===== config.mk =====
export PLATFORM = sky130hd
export DESIGN_NAME = agc_controller
export DESIGN_NICKNAME = d
export VERILOG_FILES = /design/src/rtl/agc_controller.sv
export SDC_FILE = /design/constraint.sdc
export NUM_CORES = 1
export LEC_CHECK = 0
export CAP_MARGIN = 40
export CORE_ASPECT_RATIO = 2
export CORE_MARGIN = 8
export CORE_UTILIZATION = 59
export DETAILED_ROUTE_END_ITERATION = 10
export HOLD_SLACK_MARGIN = 0.02
export PLACE_DENSITY = 0.85
export SYNTH_ARGS = -nofsm -noshare
export SYNTH_HDL_FRONTEND = slang
export SYNTH_SLANG_ARGS = --single-unit

===== constraint.sdc =====
create_clock -name clk -period 11.5 [get_ports clk]
set_clock_uncertainty 0.1 [all_clocks]
set_input_delay 3.45 -clock clk [delete_from_list [all_inputs] [get_ports clk]]
set_output_delay 3.45 -clock clk [all_outputs]
set_load 0.02 [all_outputs]

===== src/rtl/agc_controller.sv =====
// Peak-tracking AGC loop: windowed envelope peak, deadband decision, settle hold.
// Optional fast-attack path on large samples: define AGC_FAST_ATTACK_EN.
module agc_controller #(
  parameter int WINDOW_LOG2  = 6,
  parameter int HOLD_SAMPLES = 16,
  parameter int GAIN_MAX     = 15,
  parameter int GAIN_INIT    = 8,
  parameter int HYST         = 4,
  parameter int CLIP         = 120
) (
  input  logic       clk,
  input  logic       RST,
  input  logic       enable,
  input  logic       sample_valid,
  input  logic [7:0] env_in,
  input  logic [7:0] target,
  output logic [3:0] gain,
  output logic       gain_stb,
  output logic       locked,
  output logic       busy
);

  localparam int HW = $clog2(HOLD_SAMPLES + 1);

  typedef enum logic [1:0] {
    IDLE   = 2'd0,
    ACCUM  = 2'd1,
    DECIDE = 2'd2,
    HOLD   = 2'd3
  } state_t;

  state_t                 state, state_n;
  logic [3:0]             gain_n;
  logic                   stb_n, locked_n;
  logic [6:0]             peak, peak_n, mag;
  logic [WINDOW_LOG2-1:0] win_cnt, win_n;
  logic [HW-1:0]          hold_cnt, hold_n;
  logic [8:0]             peak9, tgt9;
  logic                   go_down, go_up, fast;

  assign mag   = env_in[7] ? 7'd0 : env_in[6:0];
  assign peak9 = {2'b00, peak};
  assign tgt9  = {1'b0, target};

  // 9-bit compares so target+HYST never wraps
  assign go_down = (peak9 > tgt9 + 9'(HYST)) && (gain != 4'd0);
  assign go_up   = (peak9 + 9'(HYST) < tgt9)
                && (gain < 4'(GAIN_MAX));

`ifdef AGC_FAST_ATTACK_EN
  assign fast = sample_valid && (gain != 4'd0)
             && ({2'b00, mag} >= 9'(CLIP));
`else
  assign fast = 1'b0;
`endif

  always_comb begin
    state_n  = state;
    gain_n   = gain;
    stb_n    = 1'b0;
    locked_n = locked;
    peak_n   = peak;
    win_n    = win_cnt;
    hold_n   = hold_cnt;
    if (!enable) begin
      state_n = IDLE;
      peak_n  = '0;
      win_n   = '0;
      hold_n  = '0;
    end else begin
      unique case (state)
        IDLE: begin
          state_n = ACCUM;
          peak_n  = '0;
          win_n   = '0;
          hold_n  = '0;
        end
        ACCUM: begin
          if (fast) begin
            gain_n   = gain - 4'd1;
            stb_n    = 1'b1;
            locked_n = 1'b0;
            peak_n   = '0;
            win_n    = '0;
            hold_n   = '0;
            state_n  = HOLD;
          end else if (sample_valid) begin
            if (mag > peak) peak_n = mag;
            win_n = win_cnt + 1'b1;
            if (&win_cnt) state_n = DECIDE;
          end
        end
        DECIDE: begin
          hold_n = '0;
          if (go_down || go_up) begin
            gain_n   = go_down ? gain - 4'd1 : gain + 4'd1;
            stb_n    = 1'b1;
            locked_n = 1'b0;
            state_n  = HOLD;
          end else begin
            locked_n = 1'b1;
            peak_n   = '0;
            win_n    = '0;
            state_n  = ACCUM;
          end
        end
        HOLD: begin
          if (sample_valid) begin
            if (hold_cnt == HW'(HOLD_SAMPLES - 1)) begin
              hold_n  = '0;
              peak_n  = '0;
              win_n   = '0;
              state_n = ACCUM;
            end else begin
              hold_n = hold_cnt + 1'b1;
            end
          end
        end
        default: state_n = IDLE;
      endcase
    end
  end

  always_ff @(posedge clk) begin
    if (RST) begin
      state    <= IDLE;
      gain     <= 4'(GAIN_INIT);
      gain_stb <= 1'b0;
      locked   <= 1'b0;
      busy     <= 1'b0;
      peak     <= '0;
      win_cnt  <= '0;
      hold_cnt <= '0;
    end else begin
      state    <= state_n;
      gain     <= gain_n;
      gain_stb <= stb_n;
      locked   <= locked_n;
      busy     <= (state_n != IDLE);
      peak     <= peak_n;
      win_cnt  <= win_n;
      hold_cnt <= hold_n;
    end
  end

endmodule


# After elaboration in Yosys (flattened, before gate mapping)
# Cells that the tools add are included.
# W data, S select, Z words.
[classes]
n_addsub = 6
magnitude_cmp = 4
n_eq_ne = 9
n_mux = 25
bitwise_logic = 3
reduce_logical = 15
[op_table]
columns = ["op", "n"]
rows = [
  ["$mux W7", 6],
  ["$pmux W7 S4", 1],
  ["$mux W6", 4],
  ["$pmux W6 S4", 1],
  ["$mux W2", 6],
  ["$mux W5", 2],
  ["$ne A2 B2 Y1 const B", 5],
  ["$pmux W5 S2", 1],
  ["$add A8 B3 Y9 const B", 1],
  ["$gt A7 B9 Y1", 1],
  ["$add A7 B3 Y8 const B", 1],
  ["$lt A8 B8 Y1", 1],
  ["$pmux W2 S4", 1],
  ["$gt A7 B7 Y1", 1],
  ["$add A6 B1 Y6 const B", 1],
  ["$reduce_and A6 Y1", 1],
  ["$add A5 B1 Y5 const B", 1],
  ["$eq A5 B4 Y1 const B", 1],
  ["$reduce_and A5 Y1", 1],
  ["$add A4 B1 Y4 const B", 1],
  ["$eq A2 B2 Y1 const B", 2],
  ["$lt A4 B4 Y1 const B", 1],
  ["$mux W4", 1],
  ["$reduce_and A2 Y1", 2],
  ["13 further kinds", 18],
]
[totals]
register_bits = 27
input_bits = 20
output_inout_bits = 7
wordCells = 70

# Longest topological paths before layout
# Gate-level depths: netlist (run 1).
[logic_depth]
depth_word = 8
depth_mapped = 15
ltp_nobuf = 15

# Worst setup path after synthesis (run 1)
# No wires, ideal clock.
[synth_timing]
path_type = "input-to-reg"
from = "input port target[2]"
to = "register gain[3]"
t_arrival_ps = 5956
t_required_ps = 11273
path_slack_ps = 5317
cell_stages = 14
n_path_buf = 0
path_cell_list = "ha_1 xnor2_1 ha_1 a211oi_1 nor2_1 nor3_1 nor2_4 ha_1 a21o_1 a21oi_1 nor3_1 mux2i_1 nor3_1 or3b_1"
[synth_via]
elab_chain_cells = 5
[synth_rtl]
columns = ["item", "line_no", "rtl"]
rows = [
  ["start, declared", "16", "input logic [7:0] target,"],
  ["$add A8 B3 Y9", "46", "assign go_down = (peak9 > tgt9 + 9'(HYST)) && (gain != 4'd0);"],
  ["$gt A7 B9 Y1", "46", ""],
  ["$logic_and A1 B1 Y1", "46", ""],
  ["$logic_or A1 B1 Y1", "95", "if (go_down || go_up) begin"],
  ["$reduce_and A3 Y1 (no source line)", "-", ""],
  ["end signal, assigned", "127", "gain <= 4'(GAIN_INIT);"],
  ["end signal, assigned", "136", "gain <= gain_n;"],
  ["end, declared", "17", "output logic [3:0] gain,"],
]
# Several ways; a longest one is shown, not always the timed one.
# A chain may end at the register's enable or synchronous reset.

# Final worst setup path (run 1)
# Same ends and word-level chain as after synthesis.

==> run metrics, run 1 <==
Crit Path Max Fanout 4; fin crit share 58.4%; Post-CTS Hold Fix Bufs 0; Post-Route WL ~4.5 mm; first-pass GRT wire length roughly 7.8 mm; CTS tree built; R2R Path Start peak[2]$_SDFFE_PP0P_; Critical Path Source target[2]; number of flops mapped to enable cells by yosys 0; Final Util 69.7%; fin. max-slew vios 0; Worst setup SP type input pin; Critical Path RT 11570 ps; vias post-DR 1776; Slew HR 40.3%; GPL Wtd Cong 0.852; worst slack at placement 4480 ps; Synth Instances 239; Setup TNS 0 ps; #FFs+latches synth 27; H-tree levels 1; Clock power frac 31.5%; postcts setup bufs 0; CTS Sinks 27; delay-heaviest family, CP simple AND/OR/NAND/NOR gates; status finished, final reports clean; largest net degree at the start of global routing 18; drc violations 0; Reg clk slew, reported paths 100 ps; final setup margin approximately 4800 ps; Crit path depth 16; WP buf/inv 1; CTS Buffer Depth 2; register share of total power 51.7%; Initial Utilization 59.9%; Async SR Flop Fraction 0%; final setup violating endpoints 0; Comb pwr share 16.8%; DR WL/cell 15.1 um; Synth warnings 0; Reg2Reg Setup Slack 8350 ps; maxcap violations 0; fmax 0.149 GHz; Area Growth Syn to Fin 16.3%; initial antenna violation count 0; Total Routing Usage GR 16.2%; Synth Cell Area about 2000 sq um; Routed Antenna Nets 0; reg-to-reg endpoint gain[3]$_SDFFE_PP1P_; post-synthesis sequential area ratio 27.3%; 1st-pass router iterations 4; FF-to-FF path depth 13; Period minus WS final 6710 ps; maximum VDD drop roughly 0.1 mV; Critical Path Sink gain[3]$_SDFFE_PP1P_; via/cell ratio 6.00; CTS resizes 0; endpoints failing hold 0; Die W 56.9 um; Max stage delay on crit path 530 ps; Int Power 0.134 mW; FP Rows 30; Sw Ratio 27.2%; vias in the first global route between 1500 and 2000; die area 5570 sq um; count of different cell masters after synthesis 44; commonest cells after routing, fill and taps aside dfxtp_1, ha_1, clkdlybuf4s50_1; worst-path cell chain clkdlybuf4s50_1 > ha_1 > nand3_1 > xnor2_1 > ha_1 > nand4_1 > a21oi_1 > nor3_1 > nor2_4 > ha_1 > a21o_1 > a21oi_1 > nor3_1 > mux2i_1 > nor3_1 > or3b_1; fraction of layout cells with a size suffix above 1 5.68%; Tot Pwr 0.183 mW; IO Pins 27; IO buf count 26; TritonCTS Buffers 3; # diodes 0; post-DP HPWL 3.50 mm; switching power 0.0498 mW; Arrival @ worst endpoint 6790 ps; GRT overflow 0; Root Buffer clkbuf_8; critical path's slowest cell clkdlybuf4s50_1; Starting DRT DRC Count 44; top_reg_cell synth dfxtp_1; die height 97.9 um; leakage 0.897 nW; commonest non-fill, non-tap cell in the layout dfxtp_1; critical path class in -> reg; syn_area_per_cell 8.28 sq um; Min-Delay Path Class reg -> reg; Tightest Pin Transition 894 ps; Synth Net Count 286; Layout Nets 312; PwrDens 79.7 nW/um^2; WHS 360 ps; core area 3300 sq um; unrepaired setup endpoints after global routing no; kind of end point of the critical path flop; Skew-Pair Late Insertion Delay 280 ps
[metal layers]
layer / track usage (%) / part of all wire [%] / vias to the layer above
li1: - / - / 903
met2: 29.3 / 51 / 40
met1: 17.7 / 42 / 826
met4: 5.27 / 1.7 / 0
met5: 0 / 0 / -
met3: 3.25 / 4.8 / 7
[state kept, by name, summed over array words and instances (netlist names)]
register / flops
busy: 1
gain: 4
gain_stb: 1
hold_cnt: 5
locked: 1
peak: 7
state: 2
win_cnt: 6
[worst min-delay path by stage]
stage | cells after the start | end | slack (ps) | start
after floorplan | 2 | hold_cnt[4]$_SDFFE_PP0P_ | 320 | hold_cnt[4]$_SDFFE_PP0P_
after global placement | 2 | hold_cnt[4]$_SDFFE_PP0P_ | 340 | hold_cnt[4]$_SDFFE_PP0P_
after detailed placement | 2 | hold_cnt[4]$_SDFFE_PP0P_ | 340 | hold_cnt[4]$_SDFFE_PP0P_
after CTS | 2 | hold_cnt[4]$_SDFFE_PP0P_ | 360 | hold_cnt[4]$_SDFFE_PP0P_
after global routing | 2 | hold_cnt[4]$_SDFFE_PP0P_ | 400 | hold_cnt[4]$_SDFFE_PP0P_
final | 2 | hold_cnt[4]$_SDFFE_PP0P_ | 360 | hold_cnt[4]$_SDFFE_PP0P_
[Yosys cell counts, types with 4 or more instances]
master	count	area share [%]
dfxtp_1	27	27
nor2b_1	10	3.2
nor3_1	6	1.5
o211ai_1	8	3.0
nor2_1	19	3.6
inv_1	20	3.8
a21oi_1	13	3.3
o21ai_1	7	1.8
ha_1	26	16
a211oi_1	4	1.5
o21ai_0	8	2.0
nand4_1	4	1.3
nand2_1	13	2.5
a31oi_1	4	1.3
xnor2_1	9	4.0
nand3_1	18	4.6
[power groups by stage]
stage | combinational, mW | clock [mW] | sequential, mW
6_report | 0.0308 | 0.0578 | 0.0949
5_1_grt | 0.0343 | 0.0606 | 0.0950
4_1_cts | 0.0307 | 0.0580 | 0.0949
3_5_place_dp | 0.0306 | 0 | 0.0971
3_3_place_gp | 0.0295 | 0 | 0.0970
2_1_floorplan | 0.0186 | 0 | 0.0971
[layout make-up]
type | instances | area [sq um]
repair buffers | 26 | 260
multi-input cells | 186 | 1330
well taps | 32 | 40.0
clock buffers | 3 | 41.3
fillers | 275 | 1000
inverters | 21 | 78.8
clock inverters | 1 | 7.51
flip-flops and latches | 27 | 541
[worst reg2reg max path, cell delays in order (launching register included)]
cell and delay [ps]:
dfxtp_1 440, inv_1 100, ha_1 340, a21oi_1 140, a21oi_1 80, nor3_1 440, nor2_4 80, ha_1 290
a21o_1 180, a21oi_1 170, nor3_1 70, mux2i_1 200, nor3_1 60, or3b_1 350
[per-stage QoR]
step	cells	instance area (sq um)
detailed placement	292	2250
floorplan	239	1980
global route	296	2300
CTS	296	2300
global placement	292	2250
finish	296	2300
[logic make-up after synthesis]
logic type	share of synthesized area, %
and+or+nand+nor	23.8
AOI/OAI and AO/OA	20.1
adders and majority gates	17.5
DFF	27.3
buffers and inverters	5.31
xor gates and xnor gates	4.43
muxes	1.58
Note: power is estimated with default switching activity, not from simulation.
==> run 2, diff against run 1 <==
- CORE_UTILIZATION: 59 -> 55
- PLACE_DENSITY: 0.85 -> 0.8
- clock period: 11.5 -> 6.2 ns (I/O delays scaled with it)
==> run 2 against run 1 <==
Worst setup slack worse by 3600 ps. Die area is 5.6% higher. Register-to-register slack worse by 5200 ps. Power is 82% higher. Utilization is 3.9 points lower. Sequential cell count stayed put. Non-clock buffer count stayed put. Final cell count is 5.7% higher. Hold slack worse by 4.0 ps. Routed wire length is 4.4% lower.
==> run metrics, run 2 (synthesized netlist as in run 1, its figures left out) <==
Root Buffer clkbuf_8; initial antenna violation count 0; WHS 356 ps; 1st-pass router iterations 4; commonest non-fill, non-tap cell in the layout dfxtp_1; GPL Wtd Cong 0.893; Total Routing Usage GR ~15%; post-DP HPWL between 3 and 4 mm; Post-Route WL 4.27 mm; DR WL/cell 13.6 um; die area slightly below 6000 sq um; die height around 100 um; FP Rows 31; Arrival @ worst endpoint between 5000 and 6000 ps; Most flops, register peak; core area about 3500 sq um; biggest regs peak (7), win_cnt (6), hold_cnt (5); largest net degree at the start of global routing 18; status finished, final reports clean; vias post-DR approximately 1700; first-pass GRT wire length 7.27 mm; vias in the first global route about 1700; CTS Buffer Depth 2; Min-Delay Path Class reg -> reg; Slew HR 41.4%; Tot Pwr 0.334 mW; via/cell ratio approximately 5.6; Setup TNS 0 ps; Period minus WS final 5030 ps; Initial Utilization 56.0%; GRT overflow 0; H-tree levels 1; Post-CTS Hold Fix Bufs 0; Placed Area 2270 sq um; Reg clk slew, reported paths 100 ps; PwrDens 144 nW/um^2; IO buf count 26; TritonCTS Buffers 3; Die W 58.4 um; design area roughly 2300 sq um; Critical Path RT 6260 ps; Skew-Pair Late Insertion Delay 270 ps; max FFs per register 7; CTS tree built; CTS resizes 0; fin. max-slew vios 0; Area Growth Syn to Fin 17.4%; final setup violating endpoints 0; endpoints failing hold 0; # diodes 0; fin crit share 81.2%; Tightest Pin Transition between 800 and 900 ps; Reg2Reg Setup Slack roughly 3100 ps; kind of end point of the critical path flop; CTS Sinks 27; unrepaired setup endpoints after global routing no; critical path class in -> reg; fraction of layout cells with a size suffix above 1 between 5 and 6%; Starting DRT DRC Count 42; Crit Path Max Fanout 4; commonest cells after routing, fill and taps aside dfxtp_1, ha_1, clkdlybuf4s50_1; Layout Nets 312; leakage 0.897 nW; drc violations 0; IO Pins 27; Routed Antenna Nets 0; postcts setup bufs 0; Worst setup SP type input pin; fmax 0.199 GHz; maximum VDD drop about 0.23 mV; maxcap violations 0
## run 2: cell counts in the layout (fill, tap and decap cells not counted)
No cell type changed its count.
## run 2: path summary, 6_finish.rpt
| path | from | to | cells past startpoint |
|---|---|---|---|
| setup / recovery | target[2] | gain[3]$_SDFFE_PP1P_ | 16 |
| hold / removal | hold_cnt[4]$_SDFFE_PP0P_ | hold_cnt[4]$_SDFFE_PP0P_ | 2 |
| setup reg to reg | peak[2]$_SDFFE_PP0P_ | gain[3]$_SDFFE_PP1P_ | 13 |
| hold reg to reg | hold_cnt[4]$_SDFFE_PP0P_ | hold_cnt[4]$_SDFFE_PP0P_ | 2 |
## run 2: metal layers
| layer | routed length (um) | track usage [%] | up-vias | share of wire (%) |
|---|---|---|---|---|
| met5 | 0 | 0 | - | 0 |
| met4 | 19 | 2.85 | 0 | 0.44 |
| met3 | 142 | 2.56 | 2 | 3.3 |
| met2 | 2240 | 28.7 | 32 | 53 |
| met1 | 1860 | 16.4 | 807 | 44 |
| li1 | - | - | 906 | - |
## run 2: power by group
| group | switching, mW | total [mW] | internal (mW) |
|---|---|---|---|
| combinational | 0.0299 | 0.0574 | 0.0275 |
| clock | 0.0555 | 0.101 | 0.0455 |
| sequential | 0.00140 | 0.176 | 0.175 |
| total | 0.0868 | 0.334 | 0.248 |
## run 2: final cells by class
| type | count | area [sq um] |
|---|---|---|
| multi-input cells | 186 | 1330 |
| clock buffers | 3 | 41.3 |
| repair buffers | 26 | 260 |
| inverters | 21 | 78.8 |
| fillers | 317 | 1210 |
| clock inverters | 1 | 7.51 |
| flip-flops and latches | 27 | 541 |
| well taps | 49 | 61.3 |
## run 2: critical path: stages
cell             delay (ps)
clkdlybuf4s50_1         530
ha_1                    220
nand3_1                 100
xnor2_1                 150
ha_1                    290
nand4_1                 130
a21oi_1                  50
nor3_1                  400
nor2_4                   80
ha_1                    280
a21o_1                  170
a21oi_1                 170
nor3_1                   60
mux2i_1                 180
nor3_1                   60
or3b_1                  350
## run 2: metrics by stage
stage,util (%),setup WS [ps],instances
floorplan,-,1610,239
global placement,64.4,971,309
detailed placement,64.4,850,309
CTS,65.8,1150,313
global route,65.8,896,313
finish,65.8,1170,313
==> run 3, diff against run 2 <==
- CORE_UTILIZATION: 55 -> 50
- PLACE_DENSITY: 0.8 -> 0.77
- clock period: 6.2 -> 4.4 ns (I/O delays scaled with it)
==> run 3 against run 2 <==
Utilization shrank 2.3 points. Worst setup slack worse by 860 ps. Final area up 5.2%. Power increased by 46%. Sequential cell count did not move. Hold slack got worse by 1.1 ps. Combinational power increased by 56%. Die area grew 7.8%. Global-route usage rose by 0.97 points. Sequential power rose by 41%. Register-to-register slack worse by 1600 ps. Critical endpoint unchanged. Sequential share of layout area decreased by 1.1 points.
==> run metrics, run 3 (synthesized netlist as in run 1, its figures left out) <==
CTS tree built; vias in the first global route 1827; H-tree levels 1; 1st-pass router iterations 4; PwrDens 200 nW/um^2; TritonCTS Buffers 3; register share of total power 50.9%; final setup margin 305 ps; commonest cells after routing, fill and taps aside dfxtp_1, ha_1, clkdlybuf4s50_1; Max stage delay on crit path ~450 ps; post-DP HPWL a little under 4 mm; final setup violating endpoints 0; fmax 0.244 GHz; Post-Route WL just under 5 mm; Tightest Pin Transition roughly 550 ps; critical path's slowest cell clkdlybuf4s50_1; drc violations 0; max FFs per register 7; Sw Ratio 27.2%; maximum VDD drop 0.144 mV; WHS between 300 and 400 ps; CTS Sinks 27; Tot Pwr between 0.4 and 0.5 mW; Reg clk slew, reported paths 100 ps; GRT overflow 0; count of non-filler cells in the finished layout about 330; die area about 6300 sq um; Initial Utilization 51.5%; worst-path cell chain clkdlybuf4s50_1 > buf_4 > xnor2_1 > ha_1 > o21ai_0 > nor2_1 > nor3_1 > buf_4 > nor2_4 > ha_1 > a21o_1 > a21oi_2 > nor3_1 > mux2i_1 > nor3_1 > or3b_1; Min-Delay Path Class reg -> reg; DR WL/cell 14.7 um; Crit Path Max Fanout 3; initial antenna violation count 0; vias post-DR 1828; Reg2Reg Setup Slack about 1500 ps; endpoints failing hold 0; fin. max-slew vios 0; kind of end point of the critical path flop; Period minus WS final a little over 4000 ps; Comb pwr share 18.4%; leakage a little under 1 nW; largest net degree at the start of global routing 18; Skew-Pair Late Insertion Delay 290 ps; most used cell, CP nor3_1; via/cell ratio 5.59; core area 3840 sq um; Setup TNS 0 ps; biggest regs peak (7), win_cnt (6), hold_cnt (5); Area Growth Syn to Fin 23.5%; Arrival @ worst endpoint 4170 ps; design area 2440 sq um; IO Pins 27; critical path class in -> reg; fin crit share 93.1%; Most flops, register peak; Placed Area roughly 2400 sq um; Critical Path RT about 4500 ps; Worst setup SP type input pin; worst slack at placement -255 ps; WP buf/inv 3; FP Rows 32; first-pass GRT wire length 8.02 mm; unrepaired setup endpoints after global routing no; Slew HR 63.1%; Layout Nets approximately 320; GPL Wtd Cong 0.835; delay-heaviest family, CP buffers and inverters; Clock power frac 30.7%; # diodes 0; Die W about 60 um; maxcap violations 0; die height ~100 um; Final Util 63.5%; Total Routing Usage GR ~16%; Starting DRT DRC Count just under 50; placed cell count 323; commonest non-fill, non-tap cell in the layout dfxtp_1; Routed Antenna Nets 0; status finished, final reports clean; fraction of layout cells with a size suffix above 1 a little over a tenth; Root Buffer clkbuf_8; IO buf count 26; Int Power 0.355 mW; CTS Buffer Depth 2; switching power 0.132 mW
run 3: worst paths after layout:
path	startpoint	endpoint	cells after the start
hold reg to reg	hold_cnt[4]$_SDFFE_PP0P_	hold_cnt[4]$_SDFFE_PP0P_	2
hold / removal	hold_cnt[4]$_SDFFE_PP0P_	hold_cnt[4]$_SDFFE_PP0P_	2
setup / recovery	target[5]	gain[3]$_SDFFE_PP1P_	16
setup reg to reg	peak[2]$_SDFFE_PP0P_	gain[3]$_SDFFE_PP1P_	14
run 3: layout make-up:
type / count / area (sq um)
Fill cell: 359 / 1400
Multi-Input combinational cell: 186 / 1350
Sequential cell: 27 / 541
Timing Repair Buffer: 38 / 358
Inverter: 21 / 78.8
Tap cell: 51 / 63.8
Clock buffer: 3 / 41.3
Clock inverter: 1 / 7.51
run 3: worst min-delay path: stages (launching register included):
cell and delay (ps):
dfxtp_1 320, nand3_1 60, a31oi_1 40
run 3: routing by layer:
layer  track usage, %  share of wire [%]  vias up
met2             30.3                 57       34
met3             2.21                2.6       13
met4             9.41                4.5        0
met1             14.9                 36      855
met5                0                  0        -
li1                 -                  -      926
run 3: repair_timing:
item / CTS / global route
buffers inserted: 0 / 0
hold buffers: 0 / 0
endpoints found under the setup margin: 0 / 1
gates resized for setup: 0 / 7
run 3: power groups by stage:
stage	clock network [mW]	registers, mW	logic [mW]
2_1_floorplan	0	0.254	0.0487
3_3_place_gp	0	0.254	0.0866
3_5_place_dp	0	0.254	0.0885
4_1_cts	0.153	0.248	0.0889
5_1_grt	0.160	0.249	0.0998
6_report	0.150	0.248	0.0898
==> RTL change (config.mk and constraints of run 2) <==
Add an input register stage for `enable`, `env_in` and `target`, with the module's reset; this delays them by one clock. The other inputs are not delayed to match.
--- a/src/rtl/agc_controller.sv
+++ b/src/rtl/agc_controller.sv
@@ -29,6 +29,22 @@
     HOLD   = 2'd3
   } state_t;
 
+  logic enable_q;
+  logic [7:0] env_q;
+  logic [7:0] target_q;
+
+  always_ff @(posedge clk) begin
+    if (RST) begin
+      enable_q <= '0;
+      env_q    <= '0;
+      target_q <= '0;
+    end else begin
+      enable_q <= enable;
+      env_q    <= env_in;
+      target_q <= target;
+    end
+  end
+
   state_t                 state, state_n;
   logic [3:0]             gain_n;
   logic                   stb_n, locked_n;
@@ -38,9 +54,9 @@
   logic [8:0]             peak9, tgt9;
   logic                   go_down, go_up, fast;
 
-  assign mag   = env_in[7] ? 7'd0 : env_in[6:0];
+  assign mag   = env_q[7] ? 7'd0 : env_q[6:0];
   assign peak9 = {2'b00, peak};
-  assign tgt9  = {1'b0, target};
+  assign tgt9  = {1'b0, target_q};
 
   // 9-bit compares so target+HYST never wraps
   assign go_down = (peak9 > tgt9 + 9'(HYST)) && (gain != 4'd0);
@@ -62,7 +78,7 @@
     peak_n   = peak;
     win_n    = win_cnt;
     hold_n   = hold_cnt;
-    if (!enable) begin
+    if (!enable_q) begin
       state_n = IDLE;
       peak_n  = '0;
       win_n   = '0;
Function: changed (a bounded check fails within 4 cycles, from zero or initial values and one cycle with RST high).
==> RTL change against run 2 <==
- power up 59%
- final cell count is 15% higher
- synthesized area up 23%
- die area increased by 18%
- utilization grew 0.34 points
- sequential share of layout area is 7.7 points higher
- sequential cell count up 17
- setup slack gained 1.1 ns
- first-iteration DRC count up 12%
- global-route usage down 0.30 points
- combinational power fell by 2%
- cell area rose by 22%
- register-to-register slack got worse by 0.11 ns
- wire length up 17%
- critical endpoint is now win_cnt[5]
==> RTL change: results (changes against run 2) <==
Setup path
  • R2r worst-path depth: 14 (was 13)
  • R2r startpoint: target_q[2] (was peak[2])
  • Worst Path Max Fanout: 26 (was 4)
  • Worst R2R Setup Slack: 3.02 ns (was 3.13 ns)
  • Worst setup path end: win_cnt[5] (was gain[3])
  • CP Data Arrival Time: 3.94 ns (was 5.09 ns)

Power
  • Psw: 0.126 mW (was 0.0868 mW)
  • Comb pwr share: 10.6% (was 17.2%)
  • VDD IR-drop max: 0.215 mV (was 0.233 mV)
  • Leak: 1.14 nW (was 0.897 nW)

Synthesis
  • Post-synthesis mux area share: 5.93% (was 1.58%)
  • Synth Area in Adders: 14.2% (was 17.5%)
  • Compound-Gate Fraction of Synth Area: 12.5% (was 20.1%)
  • Post-Synth XOR/XNOR Area: 2.89% (was 4.43%)
  • Unique masters post-synth: 40 (was 44)
  • Synth top cells by count: 44 x dfxtp_1, 31 x nor2b_1, 26 x ha_1, 26 x nand2_1, 20 x nand3_1 (was 27 x dfxtp_1, 26 x ha_1, 20 x inv_1, 19 x nor2_1, 18 x nand3_1)
  • Syn nets: 322 (was 286)

Die
  • Core Box Area: 4300 µm² (was 3530 µm²)

CTS
  • H-tree depth: 2 (was 1)
  • Clock latency on the worst-skew pair: 0.30 ns (was 0.27 ns)
  • Num Clock Sinks: 44 (was 27)

Min path
  • Hold Path Stages: 1 (was 2)

Route
  • DRT iter0 DRCs: 47 (was 42)
  • Vias/cell: 5.52 (was 5.58)

Run status
  • Status: complete, no violations (unchanged)

Placed design
  • HPWL after detailed placement: 3990 µm (was 3470 µm)
  • Gpl congestion: 0.857 (was 0.893)
  • Placed inst area: 2750 µm² (was 2270 µm²)

STA
  • Headroom to the max-slew limit: 53.2% (was 41.4%)

GRT
  • Vias in the first global route: 1,952 (was 1,710)
  • Gr usage total: 14.8% (was 15.1%)

Cells and area
  • Fill count: 379 (was 317)
RTL change: layout make-up:
| class | count | area share, % |
|---|---|---|
| clock inverter | 2 | 0.352 |
| multi-input combinational | 207 | 51.2 |
| tap | 54 | 2.38 |
| timing repair buffer | 28 | 9.69 |
| clock buffer | 6 | 2.91 |
| sequential | 44 | 31.0 |
| inverter | 19 | 2.51 |
RTL change: stage by stage:
| step | instances | hold slack [ns] | power [mW] | worst slack, ns |
|---|---|---|---|---|
| floorplan | 275 | 0.337 | 0.334 | 3.29 |
| global placement | 352 | 0.349 | 0.355 | 2.14 |
| detailed placement | 352 | 0.347 | 0.357 | 2.03 |
| CTS | 360 | 0.358 | 0.538 | 2.35 |
| global route | 360 | 0.376 | 0.554 | 2.18 |
| finish | 360 | 0.357 | 0.533 | 2.31 |
RTL change: per-layer routing:
layer,global-route usage (%),routed length [µm],up-vias
li1,-,-,1021
met1,13.0,1880,935
met2,31.5,2960,24
met3,2.45,109,6
met4,5.25,65,0
met5,0,0,-
